<file path="config.mk">
export PLATFORM = sky130hd
export DESIGN_NAME = vga_timing_gen
export DESIGN_NICKNAME = d
export VERILOG_FILES = /design/src/rtl/vga_timing_gen.sv
export SDC_FILE = /design/constraint.sdc
export NUM_CORES = 1
export LEC_CHECK = 0
export CAP_MARGIN = 40
export CORE_ASPECT_RATIO = 0.5
export CORE_MARGIN = 1.5
export CORE_UTILIZATION = 47
export CTS_CLUSTER_DIAMETER = 120
export DETAILED_ROUTE_END_ITERATION = 16
export PLACE_DENSITY_LB_ADDON = 0.25
export SLEW_MARGIN = 20
export SYNTH_ARGS = -nofsm -noshare
export SYNTH_HDL_FRONTEND = slang
export SYNTH_SLANG_ARGS = --single-unit
</file>
<file path="constraint.sdc">
create_clock -name clk_i -period 2.9 [get_ports clk_i]
set_input_delay 0.58 -clock clk_i [delete_from_list [all_inputs] [get_ports clk_i]]
set_output_delay 0.58 -clock clk_i [all_outputs]
set_load 0.1 [all_outputs]
</file>
<file path="src/rtl/vga_timing_gen.sv">
// VGA raster timing generator: pixel-rate strobe, h/v counters, decoded blanking, and a
// one-pixel-delayed output stage that keeps sync and colour aligned at the pins.
module vga_timing_gen #(
    parameter int unsigned PIX_DIV  = 2,
    parameter int unsigned H_ACTIVE = 640,
    parameter int unsigned H_FP     = 16,
    parameter int unsigned H_SYNC   = 96,
    parameter int unsigned H_BP     = 48,
    parameter int unsigned V_ACTIVE = 480,
    parameter int unsigned V_FP     = 10,
    parameter int unsigned V_SYNC   = 2,
    parameter int unsigned V_BP     = 33,
    parameter bit          SYNC_POL = 1'b0
) (
    input  logic       clk_i,
    input  logic       rst_i,
    input  logic       r_i,
    input  logic       g_i,
    input  logic       b_i,
    output logic       pix_en_o,
    output logic [9:0] x_o,
    output logic [9:0] y_o,
    output logic       de_o,
    output logic       line_start_o,
    output logic       frame_start_o,
    output logic       hsync_o,
    output logic       vsync_o,
    output logic       r_o,
    output logic       g_o,
    output logic       b_o
);

    localparam int unsigned H_TOTAL = H_ACTIVE + H_FP + H_SYNC + H_BP;
    localparam int unsigned V_TOTAL = V_ACTIVE + V_FP + V_SYNC + V_BP;
    localparam int unsigned DIV_W   = (PIX_DIV > 1) ? $clog2(PIX_DIV) : 1;

    if (H_TOTAL > 1024 || V_TOTAL > 1024 || PIX_DIV < 1) begin : g_bad_params
        $error("vga_timing_gen: H_TOTAL and V_TOTAL must be <= 1024 and PIX_DIV >= 1");
    end

    localparam logic [DIV_W-1:0] DIV_LAST = DIV_W'(PIX_DIV - 1);
    localparam logic [9:0]       H_LAST   = 10'(H_TOTAL - 1);
    localparam logic [9:0]       V_LAST   = 10'(V_TOTAL - 1);

    // 11-bit bounds so a sync pulse ending exactly at a 1024 total still decodes correctly.
    localparam logic [10:0] H_ACT_END = 11'(H_ACTIVE);
    localparam logic [10:0] V_ACT_END = 11'(V_ACTIVE);
    localparam logic [10:0] HS_START  = 11'(H_ACTIVE + H_FP);
    localparam logic [10:0] HS_END    = 11'(H_ACTIVE + H_FP + H_SYNC);
    localparam logic [10:0] VS_START  = 11'(V_ACTIVE + V_FP);
    localparam logic [10:0] VS_END    = 11'(V_ACTIVE + V_FP + V_SYNC);

    logic [DIV_W-1:0] div_cnt_q, div_cnt_d;
    logic [9:0]       h_cnt_q, h_cnt_d;
    logic [9:0]       v_cnt_q, v_cnt_d;
    logic             hsync_q, hsync_d;
    logic             vsync_q, vsync_d;
    logic [2:0]       rgb_q, rgb_d;

    logic        pix_en;
    logic        h_wrap;
    logic        v_wrap;
    logic        de;
    logic        hs;
    logic        vs;
    logic [10:0] h_ext;
    logic [10:0] v_ext;

    always_comb begin
        h_ext  = {1'b0, h_cnt_q};
        v_ext  = {1'b0, v_cnt_q};
        pix_en = (div_cnt_q == DIV_LAST);
        h_wrap = (h_cnt_q == H_LAST);
        v_wrap = (v_cnt_q == V_LAST);
        de     = (h_ext < H_ACT_END) && (v_ext < V_ACT_END);
        hs     = (h_ext >= HS_START) && (h_ext < HS_END);
        vs     = (v_ext >= VS_START) && (v_ext < VS_END);

        div_cnt_d = pix_en ? '0 : div_cnt_q + DIV_W'(1);
        h_cnt_d   = h_cnt_q;
        v_cnt_d   = v_cnt_q;
        if (pix_en) begin
            h_cnt_d = h_wrap ? '0 : h_cnt_q + 10'd1;
            if (h_wrap) begin
                v_cnt_d = v_wrap ? '0 : v_cnt_q + 10'd1;
            end
        end

        // Output stage samples the coordinate-derived values of the pixel just ending.
        hsync_d = hsync_q;
        vsync_d = vsync_q;
        rgb_d   = rgb_q;
        if (pix_en) begin
            hsync_d = hs ? SYNC_POL : ~SYNC_POL;
            vsync_d = vs ? SYNC_POL : ~SYNC_POL;
            rgb_d   = {r_i, g_i, b_i} & {3{de}};
        end
    end

    always_ff @(posedge clk_i) begin
        if (rst_i) begin
            div_cnt_q <= '0;
            h_cnt_q   <= '0;
            v_cnt_q   <= '0;
            hsync_q   <= ~SYNC_POL;
            vsync_q   <= ~SYNC_POL;
            rgb_q     <= '0;
        end else begin
            div_cnt_q <= div_cnt_d;
            h_cnt_q   <= h_cnt_d;
            v_cnt_q   <= v_cnt_d;
            hsync_q   <= hsync_d;
            vsync_q   <= vsync_d;
            rgb_q     <= rgb_d;
        end
    end

    assign pix_en_o      = pix_en;
    assign x_o           = h_cnt_q;
    assign y_o           = v_cnt_q;
    assign de_o          = de;
    assign line_start_o  = pix_en & h_wrap;
    assign frame_start_o = pix_en & h_wrap & v_wrap;
    assign hsync_o       = hsync_q;
    assign vsync_o       = vsync_q;
    assign r_o           = rgb_q[2];
    assign g_o           = rgb_q[1];
    assign b_o           = rgb_q[0];

endmodule

</file>
==> results of run 1 <==
-- flip-flops by register name (all words and copies together) (netlist names) --
register / flops
pix_en_o: 1
x_o: 10
hsync_o: 1
y_o: 10
vsync_o: 1
rgb_q: 3
-- path summary, 6_finish.rpt --
kind | to | slack (ns) | cells after the start
worst min register to register | rgb_q[2] | 0.50 | 1
worst max-delay path | frame_start_o | 0.36 | 5
worst max register to register | y_o[7] | 0.81 | 6
worst min-delay path | rgb_q[2] | 0.50 | 1
-- logic make-up after synthesis --
logic type	after synthesis	share of synthesized area, %
buffers and inverters	17	5.762
and+or+nand+nor	73	31.25
DFF	26	40.63
adders and majority gates	4	3.906
xor gates and xnor gates	13	8.887
AOI/OAI and AO/OA	19	9.572
-- through the flow --
| stage | hold slack, ns | power (mW) | instances | instance area (µm²) |
|---|---|---|---|---|
| after detailed placement | 0.4649 | 0.4493 | 216 | 1605 |
| after CTS | 0.5004 | 0.7561 | 220 | 1677 |
| final | 0.4952 | 0.7459 | 220 | 1677 |
| after floorplan | 0.7056 | 0.4305 | 152 | 1294 |
| after global placement | 0.4649 | 0.4487 | 216 | 1605 |
| after global routing | 0.5265 | 0.7692 | 220 | 1677 |
-- layer usage --
| metal | share of wire, % | wire length [µm] | vias to the layer above |
|---|---|---|---|
| met5 | 0 | 0 | - |
| met2 | 45 | 1316 | 31 |
| met1 | 50 | 1467 | 556 |
| li1 | - | - | 608 |
| met3 | 4.8 | 142 | 2 |
| met4 | 0.65 | 19 | 0 |
-- layout by cell type (no fill, tap or decap), drive strengths merged, types with 2 or more instances in the layout --
| cell | count |
|---|---|
| buf | 33 |
| dfxtp | 26 |
| nor2 | 13 |
| nand3 | 12 |
| nor3 | 11 |
| xnor2 | 9 |
| a21oi | 8 |
| nand4 | 7 |
| inv | 6 |
| nor4 | 6 |
| nand2 | 6 |
| nand2b | 4 |
| or3 | 4 |
| xor2 | 4 |
| ha | 4 |
| clkdlybuf4s50 | 4 |
| a22o | 3 |
| clkbuf | 3 |
| nand4b | 2 |
| or4 | 2 |
| o311ai | 2 |
| o21ai | 2 |
-- critical path: cells and delay by family (launching register included) --
family,cells,cell delay [ns]
and+or+nand+nor,3,0.82
buffers and inverters,2,0.37
DFF,1,0.48
-- synth_stat cells, types with 4 or more instances --
| master | number | area [µm²] |
|---|---|---|
| sky130_fd_sc_hd__nand4_1 | 7 | 43.79 |
| sky130_fd_sc_hd__nand2_1 | 6 | 22.52 |
| sky130_fd_sc_hd__xnor2_1 | 9 | 78.83 |
| sky130_fd_sc_hd__nand2b_1 | 4 | 25.02 |
| sky130_fd_sc_hd__or3_1 | 4 | 25.02 |
| sky130_fd_sc_hd__nor2_1 | 13 | 48.80 |
| sky130_fd_sc_hd__a21oi_1 | 8 | 40.04 |
| sky130_fd_sc_hd__nor4_1 | 6 | 37.54 |
| sky130_fd_sc_hd__nand3_1 | 12 | 60.06 |
| sky130_fd_sc_hd__inv_1 | 6 | 22.52 |
| sky130_fd_sc_hd__nor3_1 | 11 | 55.05 |
| sky130_fd_sc_hd__dfxtp_1 | 26 | 520.5 |
| sky130_fd_sc_hd__clkbuf_1 | 5 | 18.77 |
| sky130_fd_sc_hd__xor2_1 | 4 | 35.03 |
| sky130_fd_sc_hd__ha_1 | 4 | 50.05 |
-- where the power goes --
part           total [mW]  switching [mW]  internal (mW)
clock               0.305           0.120          0.185
sequential          0.371         0.00806          0.363
combinational      0.0701          0.0521         0.0180
total               0.746           0.180          0.566
-- final cells by class --
class | count | share of cell area [%]
multi-input combinational | 109 | 41.42
sequential | 26 | 31.34
timing repair buffer | 37 | 18.66
tap | 37 | 2.761
clock buffer | 3 | 2.463
clock inverter | 1 | 1.791
inverter | 7 | 1.567
==> impl_results.md, run 1 <==
* Global-route wire length before repair at 4464 µm
* Required time of the worst setup path at 2.32 ns
* Signed area change from the synthesized netlist to the final layout at 30.86%
* Net count, final at 193
* Placer congestion estimate at 0.8003
* Vias in the first global route at 951
* Number of warning messages in the yosys log at 0
* Worst setup EP type: output port
* Core Box Area at 0.002586 mm²
* Die Width at 76.84 µm
* Post-CTS repair timing setup buffer count at 0
* Share of synthesized area occupied by flip-flops and latches at 40.62%
* CTS root buffer: sky130_fd_sc_hd__clkbuf_8
* Cells along the critical path: nand4bb_1 -> buf_4 -> or3_1 -> nor2_2 -> buf_12
* Largest incremental delay on the critical path at 0.48 ns
* Number of enable flip-flop cells after synthesis at 0
* Residual antenna-violating net count after detailed routing at 0
* Routing layer with the top usage in global route: met2
* Maximum fanout along the worst path at 8
* Share of flip-flops with an asynchronous set or reset at 0%
* Min Clock Period, post-route at 2.537 ns
* Relative slew slack at 60.52%
* Max clock buf depth at 2
* Global Route met2 Usage at 31.86%
* DR iter-0 viols at 31
* Count of vias placed by the detailed router at 1197
* Status: completed
* Vias per inst at 5.441
* RSZ-0062 raised after global routing: false
* Maximum capacitance violations at 0
* Max Transition Viols Final at 0
* CTS sink count at 26
* Clock Skews at 0.008192 ns
* Floorplan die height at 39.92 µm
* Hold WC Path Type: flip-flop to flip-flop
* Average cell area after synthesis at 8.429 µm²
* Die outline area at 0.003067 mm²
* Type of the worst setup path: flip-flop to output port
* Critical path launch point: x_o[4]
* Number of failing hold endpoints at the final stage at 0
* Multi-input logic area at 694.4 µm²
* Number of rows created at floorplan at 13
* Ratio of total power to cell area at 444.9 mW/mm²
* Setup-violating endpoint count in the final report at 0
* Main synth FF type: sky130_fd_sc_hd__dfxtp_1
* Post-placement worst setup slack at 0.6728 ns
* Hold Path Origin: rgb_q[2]
* Cell at the slowest stage of the critical path: sky130_fd_sc_hd__dfxtp_1
* Starting density of the core at 49.54%
* Post-synthesis net count at 161
* Post-route clock period utilization at 87.48%
* Initial antenna violation count at 0
* Global Route met3 Usage at 6.047%
* Fill cell total of the finished layout at 217
* Post-CTS Resized at 0
* Final setup margin at 0.3631 ns
* Clock insertion delay at the later pin of the skew report at 0.28 ns
* Number of CTS-inserted buffers at 3
* Aggregate routed wire length at 2945 µm
* Count of buffers from port buffering at 33
* Diode insertion count for antenna repair at 0
* GRT Resource Usage Total at 19.95%
* Fraction of met1 tracks used by global routing at 25.78%
* Flops & latches, synth at 26
* Fraction of layout instances using a drive strength above 1 at 24.04%
* Netlist area before placement at 0.001281 mm²
* Total DRC errors in the routed layout at 0
* Element type at the critical path start: flip-flop
* Sum of overflow across all layers after global routing at 0
* Clock tree from TritonCTS: yes
* Arrival time at the worst endpoint at 1.96 ns
* Drt wl/cell at 13.39 µm
* Clock-pin slew on the worst setup and hold paths at 0.09 ns
* Beginning of the worst register-to-register path: x_o[0]
* Maximum resistive drop on vdd at 0.0002413 V
* IO Count at 34
* Post-DP HPWL at 2037 µm
* Pin count of the biggest net entering global routing at 18
* Setup Total Neg Slack at 0 ns
* Reg area at 525.5 µm²
* Gate Count Post-Synth at 152
* Pleak at 0.5916 nW
* Length of the first detailed-routing pass in iterations at 4
* Tightest Pin Transition at 0.5910 ns
* Final core utilization at 64.83%
* Number of H-tree branching levels at 1
* Post-synth cell types at 34
* Maximum clock rate at 0.3942 GHz
* Number of hold buffers added after cts at 0
Power figures use the tool's default switching activity.
==> run 2: changes to the inputs <==
HOLD_SLACK_MARGIN = 0.02   (was not set)
==> results of run 2 <==
The final DEF is identical to that of run 1; final timing and power are the same.
